--- config.mk ---
export PLATFORM = sky130hd
export DESIGN_NAME = sysu_tdm_demux8
export DESIGN_NICKNAME = d
export VERILOG_FILES = /design/src/rtl/sysu_tdm_demux8.sv
export SDC_FILE = /design/constraint.sdc
export NUM_CORES = 1
export LEC_CHECK = 0
export CAP_MARGIN = 0
export CORE_ASPECT_RATIO = 0.75
export CORE_MARGIN = 1
export CORE_UTILIZATION = 35
export CTS_CLUSTER_DIAMETER = 40
export CTS_CLUSTER_SIZE = 8
export DETAILED_ROUTE_END_ITERATION = 12
export GPL_TIMING_DRIVEN = 0
export PLACE_DENSITY = 0.62
export SLEW_MARGIN = 20
export SYNTH_ARGS = -nofsm -noshare
export SYNTH_HDL_FRONTEND = slang
export SYNTH_SLANG_ARGS = --single-unit
--- constraint.sdc ---
create_clock -name CLK -period 2.3 [get_ports CLK]
set_input_delay 0.69 -clock CLK [delete_from_list [all_inputs] [get_ports CLK]]
set_output_delay 0.69 -clock CLK [all_outputs]
set_load 0.01 [all_outputs]
--- src/rtl/sysu_tdm_demux8.sv ---
// sysu_tdm_demux8: receive end of an 8-channel TDM link fed by an 8-to-1 selector.
// Scans the selector address A through slots 0..7, samples D once per slot and
// publishes the rebuilt word on Y with a one-cycle VALID pulse per frame.
//
// state | meaning
// ------+--------------------------------------------------------------
// IDLE  | not scanning, S_n=1, A=0; waits for EN_n=0
// SCAN  | S_n=0, one slot sampled per edge, frame completes at A=7
// GAP   | S_n=1, A=0, idles GAP_CYCLES edges between frames
module sysu_tdm_demux8 #(
  parameter int GAP_CYCLES = 2,
  parameter bit INVERT     = 1'b0
) (
  input  logic       CLK,
  input  logic       RST,
  input  logic       EN_n,
  input  logic       D,
  output logic [2:0] A,
  output logic       S_n,
  output logic [7:0] Y,
  output logic       VALID,
  output logic [7:0] FRAMES
);

  localparam logic [1:0] ST_IDLE = 2'd0;
  localparam logic [1:0] ST_SCAN = 2'd1;
  localparam logic [1:0] ST_GAP  = 2'd2;

  localparam bit         HAS_GAP  = (GAP_CYCLES > 0);
  // Down-counter load: the GAP state is left on the edge where the count is zero.
  localparam logic [3:0] GAP_LOAD = HAS_GAP ? 4'(GAP_CYCLES - 1) : 4'd0;

  logic [1:0] state;
  logic [3:0] gap_cnt;
  logic [6:0] shadow;
  logic       bit_in;
  logic       scan_abort;
  logic       frame_done;

  assign bit_in = D ^ INVERT;

  // An EN_n=1 edge in SCAN aborts the frame even on slot 7, so a frame only
  // completes when enable was held through all eight samples.
  assign scan_abort = (state == ST_SCAN) && EN_n;
  assign frame_done = (state == ST_SCAN) && !EN_n && (A == 3'd7);

  assign S_n = (state != ST_SCAN);

  // Sequencer: state, slot address and inter-frame gap timer.
  always_ff @(posedge CLK) begin
    if (RST) begin
      state   <= ST_IDLE;
      A       <= 3'd0;
      gap_cnt <= 4'd0;
    end else begin
      case (state)
        ST_IDLE: begin
          A <= 3'd0;
          if (!EN_n) state <= ST_SCAN;
        end
        ST_SCAN: begin
          if (scan_abort) begin
            state <= ST_IDLE;
            A     <= 3'd0;
          end else if (frame_done) begin
            A <= 3'd0;
            if (HAS_GAP) begin
              state   <= ST_GAP;
              gap_cnt <= GAP_LOAD;
            end
          end else begin
            A <= A + 3'd1;
          end
        end
        ST_GAP: begin
          A <= 3'd0;
          if (gap_cnt == 4'd0) begin
            state <= EN_n ? ST_IDLE : ST_SCAN;
          end else begin
            gap_cnt <= gap_cnt - 4'd1;
          end
        end
        default: begin
          state <= ST_IDLE;
          A     <= 3'd0;
        end
      endcase
    end
  end

  // Data path: slot capture into the shadow word, frame publish, frame counter.
  always_ff @(posedge CLK) begin
    if (RST) begin
      shadow <= 7'd0;
      Y      <= 8'd0;
      VALID  <= 1'b0;
      FRAMES <= 8'd0;
    end else begin
      VALID <= 1'b0;
      if ((state == ST_SCAN) && (A != 3'd7)) begin
        shadow[A] <= bit_in;
      end
      // Slot 7 goes straight into Y, so the shadow only holds slots 0..6.
      if (frame_done) begin
        Y      <= {bit_in, shadow};
        VALID  <= 1'b1;
        FRAMES <= FRAMES + 8'd1;
      end
    end
  end

endmodule
# Word-level counts from Yosys, hierarchy flattened
# Index checks and enable logic that the tools add are counted.
# word_totals
word_cells	50
output_inout_bits	21
reg_bits	33
in_bits	4
# classes
n_eq_ne	11
add_sub_neg	3
order_cmp	2
n_reduce_logical	12
n_mux	14
bitwise	1
# op_table
op	count
4-bit two-way mux	3
2-bit inequality test, second input constant	5
8-bit by 1-bit adder with 8-bit output, second input constant	1
2-bit two-way mux	4
4-bit case mux with 2 select lines	1
7-bit bitwise mux	1
3-bit inequality test, second input constant	2
2-bit case mux with 3 select lines	1
1-bit logical AND	5
4-bit zero test	1
3-bit by 4-bit less-than comparator with 1-bit output, second input constant	1
4-bit AND reduction	1
4-bit OR reduction	1
4-bit by 1-bit subtractor with 4-bit output, second input constant	1
3-bit by 1-bit adder with 3-bit output, second input constant	1
1-bit demux with 3-bit select	1
3-bit == test, second input constant	1
3-bit by 1-bit greater-or-equal comparator with 1-bit output, second input constant	1
1-bit two-way mux	3
3-bit AND reduction	1
2-bit by 1-bit == test with 1-bit output, second input constant	1
2-bit == test, second input constant	1
2-bit zero test	1
2-bit by 1-bit inequality test with 1-bit output, second input constant	1
3 further kinds	3

# Depth between registers and ports, before layout
# depth
depth_word	6
ltp_mapped	7
ltp_nobuf	5

# Worst setup path before layout
# No wires, ideal clock.
# synth_path
kind	register to register
startpoint	reg A[1]
endpoint	reg FRAMES[7]
slack_ns	0.545
required_ns	2.179
setup_time_ns	0.121
t_arrival_ns	1.634
stages_incl_launch_ff	6
cell_sequence	dfxtp_1 > ha_1 > ha_1 > nand4bb_4 > nor4_1 > mux2_2
# synth_between
elab_chain_cells	2
# synth_lines
element	line	text
from (decl)	18	output logic [2:0] A,
from (signal assigned)	72	A <= A + 3'd1;
3-bit == test	45	assign frame_done = (state == ST_SCAN) && !EN_n && (A == 3'd7);
1-bit logical AND	45	
to (signal assigned)	107	FRAMES <= FRAMES + 8'd1;
to (decl)	22	output logic [7:0] FRAMES
# No other way between the ends.
# A chain may end at the register's enable or synchronous reset.

# Final worst setup path
# layout_path
startpoint	reg state[0]
endpoint	out S_n
# layout_between
elab_chain_cells	1
# layout_lines
element	line	text
from (decl)	33	logic [1:0] state;
from (signal assigned)	78	state <= EN_n ? ST_IDLE : ST_SCAN;
2-bit by 1-bit inequality test with 1-bit output	47	assign S_n = (state != ST_SCAN);
to (decl)	19	output logic S_n,
# No other way between the ends.

==> results by group <==
Synthesis
  – Post-synth ARST share: 0
  – Largest family of logic cells by synthesized area: simple AND/OR/NAND/NOR gates
  – EDFF count, synth: 0
  – Library cells used by synthesis: 34
  – Mapped Cells: 158
  – Warnings, synthesis: 0
  – Mux contribution to synthesized area: 0.05757
  – Synthesized area per cell: 8.941 sq um
  – Post-Synthesis Cell Area: 0.001413 sq mm
  – Post-synthesis simple-gate area fraction: 0.2870
  – Synth top area share: 0.4677
  – Synth Area in Compound Gates: 0.1143
  – Ys flop type: dfxtp_1
  – Seq/Total Area, Yosys: 0.4677
  – Post-synthesis adder-cell area fraction: 0.03543
  – Post-Synth XOR/XNOR Area: 0.006200
  – Syn nets: 166
  – Post-synth top area cell: dfxtp_1
  – Synth area leaders: dfxtp_1, nand2_1, a21oi_1
  – Flops & latches, synth: 33

Pwr
  – Lkg Pwr: 0.6652 nW
  – Pwr dens: 603.9 mW/mm^2
  – VDD IR max: 0.3268 mV

Flow run
  – Number of max-cap violations: 0

Floorplanning
  – Placeable Area: 0.003756 sq mm
  – DIE WIDTH: 75.36 um
  – Full die area: 0.004297 sq mm
  – # IOs: 25
  – Rows: 19
  – Starting Density: 0.3761
  – Die span in y: 57.02 um

Setup path
  – Crit path DAT: 1520 ps
  – Critical Path Fanout Max: 8
  – CP endpoint kind: output pin
  – Required time of the critical path: 1610 ps
  – Reg2Reg Setup Slack: 340 ps
  – Startpoint Class: flip-flop
  – FF-to-FF path depth: 5
  – Crit path kind: flip-flop to output pin

Clock network
  – Postcts setup bufs: 0
  – H-tree depth: 2
  – Worst skew pair latency: 290 ps
  – Root buffer selected by CTS: clkbuf_8
  – TritonCTS clock tree: done
  – # hold bufs at CTS: 0
  – Max Root-Sink Buffers: 2
  – CTS Buf Count: 5
  – Resized cells post-CTS: 0
  – Worst-path clk slew: 70 ps
  – Clk sinks: 33

Routing
  – DRC: 0
  – Vias/cell: 4.938
  – Avg WL per Cell: 12.55 um
  – WL final: 3.037 mm
  – ANT nets after route: 0
  – Pre-antenna DRT Iters: 4
  – First DRT Iteration DRCs: 90
  – Vias: 1195

Timing
  – F_max: 453.1 MHz
  – Final setup fails: 0
  – RSZ-0062 raised after global routing: no
  – Period minus WS final: 2207 ps
  – Worst-Margin Slew: 709.7 ps
  – Tcrit/Tclk final: 0.9595
  – Final Hold Viols: 0
  – Post-route clock skew: 5.643 ps
  – Setup WS post-layout: 93.17 ps
  – Max-slew violation count: 0
  – Relative slew margins: 0.5202
  – Min Hold Slack: 451.4 ps

Final layout
  – Most frequent cells in the layout: dfxtp_1, nand2_1, clkdlybuf4s50_1, a21oi_1, nand2b_1
  – Layout cells sized above 1: 0.08421
  – Fill cells: 393
  – ANT cells: 0
  – Final nets: 197
  – Reg area: 660.6 sq um
  – Multi-input gate area: 706.9 sq um
  – Commonest non-fill, non-tap cell in the layout: dfxtp_1
  – P&R area growth vs syn: 28.79%

Global routing
  – Initial antenna violation count: 0
  – First-pass GRT wire length: 5.078 mm
  – Number of global-route vias before repair: 1125
  – Largest net degree at the start of global routing: 11
  – Total grt overflow: 0
  – Total GRT Usage: 0.1635

Place
  – Number of port buffers: 24
  – Hpwl dp: 2.197 mm
  – Worst slack at placement: -60.87 ps
  – Placer Congestion: 0.7484

Status
  – Status: finished clean

Worst hold path
  – HP Class: flip-flop to flip-flop
  – Hold Path Stages: 2
worst max-delay path, stage by stage (launching register included):
cell and delay, ps:
dfxtp_1 460, or2b_1 290, clkdlybuf4s50_1 480
routing by layer:
| layer | share of wire | track usage | vias up |
|---|---|---|---|
| met5 | 0 | 0 | - |
| met4 | 0 | 0.04233 | 0 |
| met3 | 0.052 | 0.08481 | 0 |
| met2 | 0.45 | 0.2411 | 33 |
| met1 | 0.50 | 0.2108 | 549 |
| li1 | - | - | 613 |
cells by family after synthesis:
group	after synthesis
DFF	33
and+or+nand+nor	72
xor gates and xnor gates	1
muxes	8
buffers and inverters	11
AOI/OAI and AO/OA	29
adders and majority gates	4
final timing paths:
check	from	to
min reg2reg	shadow[0]$_SDFFE_PP0P_	Y[0]$_SDFFE_PP0P_
max	state[0]$_SDFFE_PP0P_	S_n
max reg2reg	A[1]$_SDFF_PP0_	FRAMES[7]$_SDFFE_PP0P_
min	shadow[0]$_SDFFE_PP0P_	Y[0]$_SDFFE_PP0P_
stage by stage:
stage	utilization	TNS, ps	cell area (sq um)	cells	total power (W)
5_1_grt	0.4843	0	1819	242	0.001140
2_1_floorplan	-	0	1413	158	0.0006089
4_1_cts	0.4843	0	1819	242	0.001109
3_5_place_dp	0.4574	-355.5	1718	234	0.0006249
6_report	0.4843	0	1819	242	0.001099
3_3_place_gp	0.4574	-156.5	1718	234	0.0006245
cells in the mapped netlist, types with 3 or more instances:
master / number
dfxtp_1: 33
nand2_1: 27
a21oi_1: 18
nand2b_1: 10
mux2i_1: 7
inv_1: 5
nor2_1: 5
o21ai_0: 5
ha_1: 4
nand3_1: 4
nor2b_1: 4
or3_1: 4
buf_2: 3
or4_1: 3
flip-flops by register name (all words and copies together), names as in the netlist:
| register | count |
|---|---|
| gap_cnt | 4 |
| shadow | 7 |
| Y | 8 |
| FRAMES | 8 |
| state | 2 |
| VALID | 1 |
| A | 3 |
area by class of cell:
cell class                 instances  share of cell area
buffer                             6             0.01444
clock buffer                       7             0.05296
clock inverter                     1            0.002751
inverter                           5             0.01032
multi-input combinational        114              0.3886
sequential                        33              0.3631
tap                               52             0.03576
timing repair buffer              24              0.1320
power by group:
group / switching (W) / internal (W) / total (W)
Combinational: 0.0000182 / 0.0000170 / 0.0000351
Clock: 0.000216 / 0.000270 / 0.000487
Sequential: 0.00000303 / 0.000574 / 0.000577
(Power assumes the default switching activity.)
